===== config.mk =====
export PLATFORM = sky130hd
export DESIGN_NAME = matrix_alu_2x2_seq
export DESIGN_NICKNAME = d
export VERILOG_FILES = /design/src/rtl/matrix_alu_2x2_seq.sv
export SDC_FILE = /design/constraint.sdc
export NUM_CORES = 1
export LEC_CHECK = 0
export CAP_MARGIN = 15
export CORE_ASPECT_RATIO = 1.2
export CORE_MARGIN = 2
export CORE_UTILIZATION = 40
export DETAILED_ROUTE_END_ITERATION = 7
export SKIP_CTS_REPAIR_TIMING = 1
export SLEW_MARGIN = 30
export SYNTH_ARGS = -nofsm -noshare
export SYNTH_HDL_FRONTEND = slang
export SYNTH_SLANG_ARGS = --single-unit
export TNS_END_PERCENT = 5

===== constraint.sdc =====
create_clock -name clk -period 5.37 [get_ports clk]
set_input_delay 0.8055 -clock clk [delete_from_list [all_inputs] [get_ports clk]]
set_output_delay 0.8055 -clock clk [all_outputs]
set_load 0.05 [all_outputs]

===== src/rtl/matrix_alu_2x2_seq.sv =====
// Sequential 2x2 matrix ALU (add/sub/mul/transpose/det) with one shared multiplier and valid/ready handshakes.
// Define MATRIX_ALU_PERF_EN to add the op_count output-handshake counter.
module matrix_alu_2x2_seq #(
  parameter int DATA_W = 4
) (
  input  logic                        clk,
  input  logic                        rst_n,
  input  logic                        in_valid,
  output logic                        in_ready,
  input  logic [2:0]                  op,
  input  logic [4*DATA_W-1:0]         a_in,
  input  logic [4*DATA_W-1:0]         b_in,
  output logic                        out_valid,
  input  logic                        out_ready,
  output logic [4*(2*DATA_W+2)-1:0]   res_out,
  output logic                        err
`ifdef MATRIX_ALU_PERF_EN
  ,
  output logic [15:0]                 op_count
`endif
);
  localparam int RES_W = 2*DATA_W+2;

  localparam logic [1:0] S_IDLE = 2'd0;
  localparam logic [1:0] S_CALC = 2'd1;
  localparam logic [1:0] S_DONE = 2'd2;

  localparam logic [2:0] OP_ADD = 3'd0;
  localparam logic [2:0] OP_SUB = 3'd1;
  localparam logic [2:0] OP_MUL = 3'd2;
  localparam logic [2:0] OP_TRN = 3'd3;
  localparam logic [2:0] OP_DET = 3'd4;

  logic [1:0]          r_state;
  logic [2:0]          r_op;
  logic [2:0]          r_step;
  logic [4*DATA_W-1:0] r_a;
  logic [4*DATA_W-1:0] r_b;
  logic [RES_W-1:0]    r_acc;
  logic [4*RES_W-1:0]  r_res;
  logic                r_err;

  logic                w_accept;
  logic                w_valid_op;
  logic [2:0]          w_last;
  logic [DATA_W-1:0]   w_ma;
  logic [DATA_W-1:0]   w_mb;
  logic [RES_W-1:0]    w_prod;
  logic [4*RES_W-1:0]  w_simple;

  // Element e of a packed matrix; e=0 is x11 (MSBs), e=3 is x22.
  function automatic logic [DATA_W-1:0] elem(input logic [4*DATA_W-1:0] m, input logic [1:0] e);
    return m[(3 - int'(e))*DATA_W +: DATA_W];
  endfunction

  assign in_ready   = (r_state == S_IDLE) || (r_state == S_DONE && out_ready);
  assign w_accept   = in_valid && in_ready;
  assign out_valid  = (r_state == S_DONE);
  assign res_out    = r_res;
  assign err        = r_err;
  assign w_valid_op = (r_op <= OP_DET);

  always_comb begin
    case (r_op)
      OP_MUL:  w_last = 3'd7;
      OP_DET:  w_last = 3'd1;
      default: w_last = 3'd0;
    endcase
  end

  // mul step s = {i, j, k}: product a[i][k] * b[k][j]; det uses a11*a22 then a12*a21.
  always_comb begin
    if (r_op == OP_DET) begin
      w_ma = elem(r_a, r_step[0] ? 2'd1 : 2'd0);
      w_mb = elem(r_a, r_step[0] ? 2'd2 : 2'd3);
    end else begin
      w_ma = elem(r_a, {r_step[2], r_step[0]});
      w_mb = elem(r_b, {r_step[0], r_step[1]});
    end
  end

  assign w_prod = RES_W'(w_ma) * RES_W'(w_mb);

  always_comb begin
    w_simple = '0;
    for (int unsigned e = 0; e < 4; e++) begin
      case (r_op)
        OP_ADD: w_simple[(3-e)*RES_W +: RES_W] = RES_W'(elem(r_a, 2'(e))) + RES_W'(elem(r_b, 2'(e)));
        OP_SUB: w_simple[(3-e)*RES_W +: RES_W] = RES_W'(elem(r_a, 2'(e))) - RES_W'(elem(r_b, 2'(e)));
        OP_TRN: w_simple[(3-e)*RES_W +: RES_W] = RES_W'(elem(r_a, {e[0], e[1]}));
        default: ;
      endcase
    end
  end

  always_ff @(posedge clk or negedge rst_n) begin
    if (!rst_n) begin
      r_state <= S_IDLE;
      r_op    <= '0;
      r_step  <= '0;
      r_a     <= '0;
      r_b     <= '0;
      r_acc   <= '0;
      r_res   <= '0;
      r_err   <= 1'b0;
    end else begin
      case (r_state)
        S_IDLE: begin
          if (w_accept) begin
            r_op    <= op;
            r_a     <= a_in;
            r_b     <= b_in;
            r_step  <= '0;
            r_acc   <= '0;
            r_state <= S_CALC;
          end
        end
        S_CALC: begin
          case (r_op)
            OP_MUL: begin
              if (!r_step[0]) r_acc <= w_prod;
              else r_res[(3 - int'(r_step[2:1]))*RES_W +: RES_W] <= r_acc + w_prod;
            end
            OP_DET: begin
              if (!r_step[0]) r_acc <= w_prod;
              else r_res <= {r_acc - w_prod, {(3*RES_W){1'b0}}};
            end
            default: r_res <= w_simple;
          endcase
          r_err <= !w_valid_op;
          if (r_step == w_last) begin
            r_step  <= '0;
            r_state <= S_DONE;
          end else begin
            r_step <= r_step + 3'd1;
          end
        end
        S_DONE: begin
          if (w_accept) begin
            r_op    <= op;
            r_a     <= a_in;
            r_b     <= b_in;
            r_step  <= '0;
            r_acc   <= '0;
            r_state <= S_CALC;
          end else if (out_ready) begin
            r_state <= S_IDLE;
          end
        end
        default: r_state <= S_IDLE;
      endcase
    end
  end

`ifdef MATRIX_ALU_PERF_EN
  logic [15:0] r_op_count;

  always_ff @(posedge clk or negedge rst_n) begin
    if (!rst_n)                     r_op_count <= '0;
    else if (out_valid && out_ready) r_op_count <= r_op_count + 16'd1;
  end

  assign op_count = r_op_count;
`endif

endmodule

==> key figures, run 1 <==
Critical path
  – Signal arrival time at the worst endpoint: 5.45 ns
  – Req. time, crit path: 5.65 ns
  – Category of the critical setup timing path: flop to flop
  – Peak fanout along the critical path: 6
  – Startpoint kind of the worst setup timing path: flop
  – Crit end category: flop

STA
  – Crit share post-route: 0.963
  – Final count of hold timing violations: 0
  – Max-slew violation count: 0
  – Final setup viols: 0
  – Minimum clock period after layout: 5.17 ns
  – Tightest Pin Transition: 0.921 ns
  – Max Clock Skew: 0.0118 ns
  – Worst hold slack: 0.459 ns
  – Fmax: 193 MHz
  – Slew HR: 0.381
  – Total negative slack: 0 ns

Floorplanning
  – Site Rows: 54
  – Width of the chip: 128 microns
  – Number of top-level design ports: 82
  – Effective utilization at floorplan: 0.409
  – Vertical extent of the die: 153 microns
  – Area enclosed by the die boundary: 0.0197 sq mm
  – Standard cell core area: 0.0182 sq mm

Route
  – Average vias per placed instance: 5.69
  – Number of DRC markers in iteration 0: 460
  – DRC violation count after routing: 0
  – Wire per inst: 19.8 microns
  – Vias after detailed routing: 6970
  – Wire length reported by the detailed router: 24300 microns
  – Final ANT Viol Nets: 0
  – Iteration count of the initial detailed-routing pass: 6

Place
  – Estimated wirelength of the detail-placed design: 18600 microns
  – Weighted congestion at the end of routability-driven global placement: 0.953
  – IO Port Bufs: 81
  – # placed instances: 1202

Clock network
  – CTS H-tree depth: 3
  – Clock Latency Late Sink: 0.36 ns
  – CTS clk-pin slew, worst paths: 0.07 ns
  – Buffers from clock root to sink, at most: 2
  – Clk sinks: 89
  – Clock tree from TritonCTS: yes
  – Cts bufs inserted: 9
  – Cell chosen for the clock root: clkbuf_16

Layout
  – Filler-free cell count of the finished design: 1224
  – Ratio of cells with drive above 1 in the final layout: 0.122
  – Final net count: 1114
  – Area growth from synthesis to layout: 24.6%
  – Antenna diode count: 0
  – # fillers: 1746

Global routing
  – First-pass GRT wire length: 38800 microns
  – Global route total overflow: 0
  – Maximum number of pins on one net before global-route repair: 57
  – Vias in the first global route: 7041
  – Number of antenna violations at the first check in global routing: 1
  – Global routing usage summed across all routing layers: 0.254

Yosys
  – FFs w/ async S/R, synth: 1.00
  – Leading cell type by number of instances after synthesis: nand2_1
  – Primary FF master, synth: dfrtp_1
  – Largest cells by area after synthesis: dfrtp_1 30%, ha_1 11%, nand2_1 6.6%, a21oi_1 4.4%, o21ai_0 4.1%
  – Number of flip-flops and latches in the synthesized netlist: 89
  – Syn avg cell area: 8.38 sq um
  – Number of enable flip-flop cells after synthesis: 0
  – Synth cell types: 70
  – Sequential share of the synthesized area: 0.300
  – Post-synthesis cell area: 0.00743 sq mm
  – Yosys warning count: 0
  – Synthesized Nets: 1006
  – Number of standard cells after synthesis: 887
  – Top cells by count, synth: 131 x nand2_1, 89 x dfrtp_1, 72 x inv_1, 66 x a21oi_1, 66 x ha_1
  – Synth area leader: dfrtp_1
  – Fraction of post-synthesis cell area in the top cell type by area: 0.300

Outcome
  – Result of the run: finished clean

Worst hold path
  – Type of the tightest min-delay check: primary input to asynchronous set/reset pin

Flow run
  – Total of max-cap violations: 0
per-stage QoR:
step	setup WS (ns)	cell area [sq um]	utilization
5_1_grt	-0.0487	9260	0.509
4_1_cts	-0.0315	9110	0.501
2_1_floorplan	-0.0334	7440	-
3_5_place_dp	-0.0236	8750	0.481
3_3_place_gp	0.0828	8750	0.481
6_report	0.196	9260	0.509
critical path: stages (launching register included):
cell and delay, ns:
dfrtp_1 0.38, inv_1 0.08, nand3_2 0.14, nand2_4 0.12
mux4_2 0.55, nand2_2 0.10, fa_1 0.43, inv_2 0.08
fa_1 0.45, ha_1 0.31, a21o_1 0.19, a21oi_2 0.19
xnor2_2 0.14, inv_1 0.09, ha_4 0.29, o211a_1 0.15
o31ai_1 0.10, and2_4 0.19, a211o_1 0.35, o41ai_2 0.33
buf_4 0.20, nand2_1 0.07, a211oi_2 0.18
sequential cells by signal (all words and copies together) (netlist names):
signal / count
r_op: 3
r_b: 16
r_state: 2
r_a: 16
r_step: 3
res_out: 40
err: 1
r_acc: 8
path summary, 6_finish.rpt:
kind	startpoint	endpoint	slack, ns	cells after the start
setup reg to reg	r_op[1]	res_out[8]	0.20	22
max in group asynchronous	rst_n	r_step[0]	3.85	2
setup / recovery	r_op[1]	res_out[8]	0.20	22
hold reg to reg	res_out[22]	res_out[22]	0.49	2
min in group clk	res_out[22]	res_out[22]	0.49	2
hold / removal	rst_n	r_a[2]	0.46	1
cell families after synthesis:
group,synth area share
AOI/OAI and AO/OA,0.250
and+or+nand+nor,0.162
buffers and inverters,0.0675
DFF,0.300
adders and majority gates,0.149
xor gates and xnor gates,0.0271
muxes,0.0451
per-layer routing:
metal / wire length [microns] / part of all wire / GRT usage / vias to the layer above
met5: 12 / 0.00049 / 0 / -
li1: - / - / - / 3371
met1: 10300 / 0.43 / 0.327 / 3290
met3: 1310 / 0.054 / 0.0466 / 62
met4: 966 / 0.040 / 0.111 / 2
met2: 11700 / 0.48 / 0.416 / 245
cells in the final DEF, fill, tap and decap left out, drive strengths merged, types with 5 or more instances in the layout:
cell and n:
nor3 13, o22ai 9, mux2i 11, mux4 9, clkbuf 10, xnor2 17
nand3 23, a221oi 9, o311ai 5, nor2 59, o21bai 7, clkdlybuf4s50 80
inv 73, o211ai 9, ha 66, o31ai 14, nor2b 9, a21oi 66
dfrtp 89, a22o 6, o21ai 66, nand2b 8, a22oi 12, a31oi 13
buf 65, o21a 5, nand2 131, fa 14, a211oi 6, xor2 6
a21o 16, and2 12
area by class of cell:
cell class	count	area, sq um	area share
timing repair buffer	145	1300	0.141
multi-input combinational	678	4810	0.519
tap	224	280	0.0303
clock inverter	6	138	0.0149
sequential	89	2230	0.241
inverter	72	270	0.0292
clock buffer	10	229	0.0247
Power of run 1 is not shown: default switching activity piles up to over one toggle a cycle in this logic, so the estimate is an artifact.
==> inputs of run 2 (changes only) <==
- CAP_MARGIN: 15 -> 30
==> results of run 2 <==
Final layout, timing and power as in run 1 (identical DEF).
Power of run 2 is left out for the same reason.
==> RTL change 1 (flow settings as in run 1) <==
Register the output `err` once more, without a reset; this adds one clock of latency there. The other outputs are not delayed to match.
--- a/src/rtl/matrix_alu_2x2_seq.sv
+++ b/src/rtl/matrix_alu_2x2_seq.sv
@@ -59,3 +59,5 @@
   assign res_out    = r_res;
-  assign err        = r_err;
+  always_ff @(posedge clk) begin
+    err <= r_err;
+  end
   assign w_valid_op = (r_op <= OP_DET);
Check against the original RTL: not settled (the Yosys comparison gave no result); the edit may change what the design does.
==> RTL change 1 against run 1 <==
Largest cell class unchanged; critical endpoint is now res_out[34]$_DFFE_PN0P_; worst hold slack worse by 0.061 ns; sequential cell count grew 1; sequential share of layout area rose by 0.43 points; the flow now finishes with violations (DRC); highest routed layer is now met4; synthesized area decreased by 0.44%; critical path type unchanged; worst setup slack got worse by 0.12 ns; global-route usage grew 0.25 points; final area fell by 0.93%; wire length rose by 0.75%.
Power is not shown: default switching activity piles up to over one toggle a cycle in this logic, so the estimate is an artifact.
==> RTL change 1: results <==
set metrics [dict create \
    outcome "finished with violations" \
    violations "DRC" \
    grt_pass1_wl_mm 38.8 \
    grt_pass1_vias 7069 \
    synth_area_leaders "dfrtp_1 (30%), ha_1 (11%), nand2_1 (6.2%)" \
    worst_ep_arrival_time_ns 5.54 \
    critical_path.top_delay_family "adder cells" \
    antenna_found_initial 0 \
    grt.met3_usage_pct 4.97 \
    diodes 0 \
    finClkSkew_ns 0.00779 \
    gp_congestion 0.954 \
    holdCritPathClass "flop to flop" \
    synthMuxAreaShare_pct 4.48 \
    wl_met2_mm 11.7 \
    top_layer_used "met4" \
    syn_nets 997 \
    synthXorXnorAreaFrac_pct 2.25 \
    drive_gt1_share_pct 12.6 \
    drtIter0Drc 597 \
    insertion_delay_ns 0.36 \
    place_area_um2 8740 \
    postSynthCellCount 878 \
    crit_end "res_out[34]$_DFFE_PN0P_" \
    synth-adder-area-share_pct 15.0 \
    timing.rr.end "res_out[34]$_DFFE_PN0P_" \
    synth_compound_area_share_pct 23.8 \
    grt_use_total_pct 25.7 \
    hpwl_mm 19.0 \
    drcViolationCount 4 \
    async_reset_ff_share_pct 98.9 \
    root_buffer "clkbuf_16" \
    dr.pass1.iters 8 \
    cp_slowest_stage_delay_ns 0.57 \
    drt-met1-wl_mm 10.2 \
    dp_slack_ns -0.0695 \
    min_period_over_period_pct 98.5 \
    grt_max_degree 50 \
    tightest_slew_ns 1.04 \
    crit_start "r_op[0]$_DFFE_PN0P_" \
    fin_nets 1106 \
    yosysSeqAreaShare_pct 30.4 \
    synth_commonest_cells "nand2_1 (122), dfrtp_1 (89), nor2_1 (79), a21oi_1 (66), ha_1 (66)" \
    htreeDepth 3 \
    use_met2_pct 42.1 \
    synthFlopType "dfrtp_1" \
    cpMaxStageDelayCell "fa_2" \
    post_drt_wl_per_cell_um 20.1 \
    vias_per_cell 5.82 \
    ys_types 77 \
    wl_met3_mm 1.55 \
    use_met1_pct 32.6 \
    rrSetupSlack_ns 0.08 \
    reg2regPathDepth 20 \
    nFillCells 1773 \
]
==> RTL change 1: stage by stage <==
stage / hold slack, ns / setup TNS, ns
floorplan: 0.347 / 0
global placement: 0.371 / 0
detailed placement: 0.374 / -0.128
global route: 0.405 / -1.67
CTS: 0.389 / -0.173
finish: 0.398 / 0
==> RTL change 1: layout make-up <==
cell class                 count  area, um2  share of cell area [%]
inverter                      60        225                    2.46
sequential                    90       2250                    24.5
timing repair buffer         139       1250                    13.6
multi-input combinational    687       4840                    52.8
tap                          224        280                    3.06
clock buffer                   9        225                    2.46
clock inverter                 7       98.8                    1.08
==> RTL change 1: worst min-delay path by stage <==
stage / from / cells past startpoint / endpoint
finish: r_err$_DFFE_PN0P_ / 0 / err$_DFF_P_
global route: r_err$_DFFE_PN0P_ / 0 / err$_DFF_P_
CTS: r_err$_DFFE_PN0P_ / 0 / err$_DFF_P_
detailed placement: r_err$_DFFE_PN0P_ / 0 / err$_DFF_P_
floorplan: r_err$_DFFE_PN0P_ / 0 / err$_DFF_P_
global placement: r_err$_DFFE_PN0P_ / 0 / err$_DFF_P_
==> RTL change 1: cell families after synthesis <==
logic type,after synthesis
multiplexers,23
AO/OA/AOI/OAI,262
buffers and inverters,101
AND/OR/NAND/NOR,303
adder cells (fa/ha/maj),80
XOR/XNOR,19
flip-flops,90
==> RTL change 1: worst register-to-register path: stages (launching register included) <==
cell and delay [ns]:
dfrtp_1 0.39, nor2_2 0.14, nand2_2 0.09, nand2_4 0.10, mux4_2 0.52, buf_4 0.16, nor2b_1 0.13, ha_1 0.21
fa_1 0.56, buf_4 0.11, inv_1 0.05, fa_2 0.57, inv_1 0.06, ha_1 0.26, a21o_1 0.22, or4_4 0.56
o21a_1 0.23, o211a_4 0.28, a311oi_2 0.29, nor2_1 0.07, o22a_1 0.20
==> RTL change 2 (config.mk and constraints of run 1) <==
Made on the original files. Build with the macro `MATRIX_ALU_PERF_EN` defined.
--- a/src/rtl/matrix_alu_2x2_seq.sv
+++ b/src/rtl/matrix_alu_2x2_seq.sv
@@ -2,2 +2,4 @@
 // Define MATRIX_ALU_PERF_EN to add the op_count output-handshake counter.
+`define MATRIX_ALU_PERF_EN
+
 module matrix_alu_2x2_seq #(
New outputs: op_count. Check against the original RTL: not settled (the Yosys comparison gave no result); the edit may change what the design does.
==> RTL change 2 against run 1 <==
Final area is 12% higher; wire length is 9.1% higher; via count up 12%; worst setup slack better by 0.019 ns; critical path type unchanged; sequential cell count rose by 16; non-clock buffer count is 4 higher; critical endpoint is now res_out[16]$_DFFE_PN0P_; synthesized area is 13% higher.
Power is not shown: default switching activity piles up to over one toggle a cycle in this logic, so the estimate is an artifact.
==> RTL change 2: results <==
set metrics [dict create \
    grt_use_total_pct 24.4 \
    drtIter0Drc 748 \
    slew_headroom_pct 40.0 \
    post_drt_wl_per_cell_um 20.0 \
    portBuffers 97 \
    synth_compound_area_share_pct 22.1 \
    hpwl_mm 20.1 \
    finClkSkew_ns 0.0127 \
    wl_met2_mm 12.5 \
    drt-met1-wl_mm 11.6 \
    top_layer_used "met4" \
    vias_per_cell 5.86 \
    fin_nets 1174 \
    antenna_found_initial 0 \
    synthMuxAreaShare_pct 6.41 \
    path_clk_slew_ns 0.09 \
    crit_path_max_fanout 9 \
    outcome "finished, final reports clean" \
    yosysSeqAreaShare_pct 31.3 \
    syn_nets 1064 \
    grt_max_degree 69 \
    synthXorXnorAreaFrac_pct 3.13 \
    grt_pass1_wl_mm 41.6 \
    synth_commonest_cells "dfrtp_1 (105), ha_1 (69), nand2_1 (69), inv_1 (65), nor2_1 (65)" \
    worst_ep_arrival_time_ns 5.43 \
    reg2reg_from "r_op[0]$_DFFE_PN0P_" \
]
[RTL change 2: cell types whose count changed after synthesis, moves of 15 or more]
cell     delta
mux2_2     +20
nor2b_1    +15
nand2_1    -62
dfrtp_1    +16
nor3_1     +15
[RTL change 2: final timing paths]
path,end,slack (ns),depth (start not counted)
max in group asynchronous,r_b[14]$_DFFE_PN0P_,3.98,2
max,res_out[16]$_DFFE_PN0P_,0.22,21
min in group clk,op_count[15]$_DFFE_PN0P_,0.47,1
min reg2reg,op_count[15]$_DFFE_PN0P_,0.47,1
max reg2reg,res_out[16]$_DFFE_PN0P_,0.22,21
min,res_out[25]$_DFFE_PN0P_,0.43,1
[RTL change 2: cells by family after synthesis]
group / count (synthesis)
AO/OA/AOI/OAI: 270
AND/OR/NAND/NOR: 296
flip-flops: 105
multiplexers: 41
XOR/XNOR: 30
adder cells (fa/ha/maj): 83
buffers and inverters: 117
[RTL change 2: critical path, cell delays in order, from the launching register on]
cell and delay [ns]:
dfrtp_1 0.39, or3b_4 0.42, buf_6 0.15, nor2_1 0.09, a21oi_1 0.06, nand2b_4 0.15
fa_1 0.55, inv_1 0.06, fa_1 0.48, ha_1 0.31, a21o_1 0.19, a21oi_2 0.15
xnor2_1 0.12, ha_1 0.49, inv_1 0.16, nor2_1 0.16, nor4_2 0.07, nor3b_1 0.31
buf_4 0.18, o311ai_0 0.13, buf_4 0.19, a31oi_1 0.23
[RTL change 2: cell type report]
type | count | area [um2]
clock buffer | 10 | 239
clock inverter | 6 | 82.6
fill | 2028 | 10400
inverter | 67 | 251
multi-input combinational | 720 | 5420
sequential | 105 | 2630
tap | 270 | 338
timing repair buffer | 149 | 1370
[RTL change 2: metal layers]
metal	up-vias	track usage, %
met5	-	0
li1	3630	-
met2	349	38.9
met1	3743	33.9
met3	58	3.11
met4	0	8.76
[RTL change 2: metrics by stage]
stage	std cells	instance area, um2	util (%)	setup WS, ns
after global placement	1307	9830	47.4	0.0372
after CTS	1323	10100	48.9	0.0260
final	1327	10300	49.8	0.216
after global routing	1327	10300	49.8	-0.00795
after floorplan	942	8390	-	0.0239
after detailed placement	1307	9830	47.4	0.0374
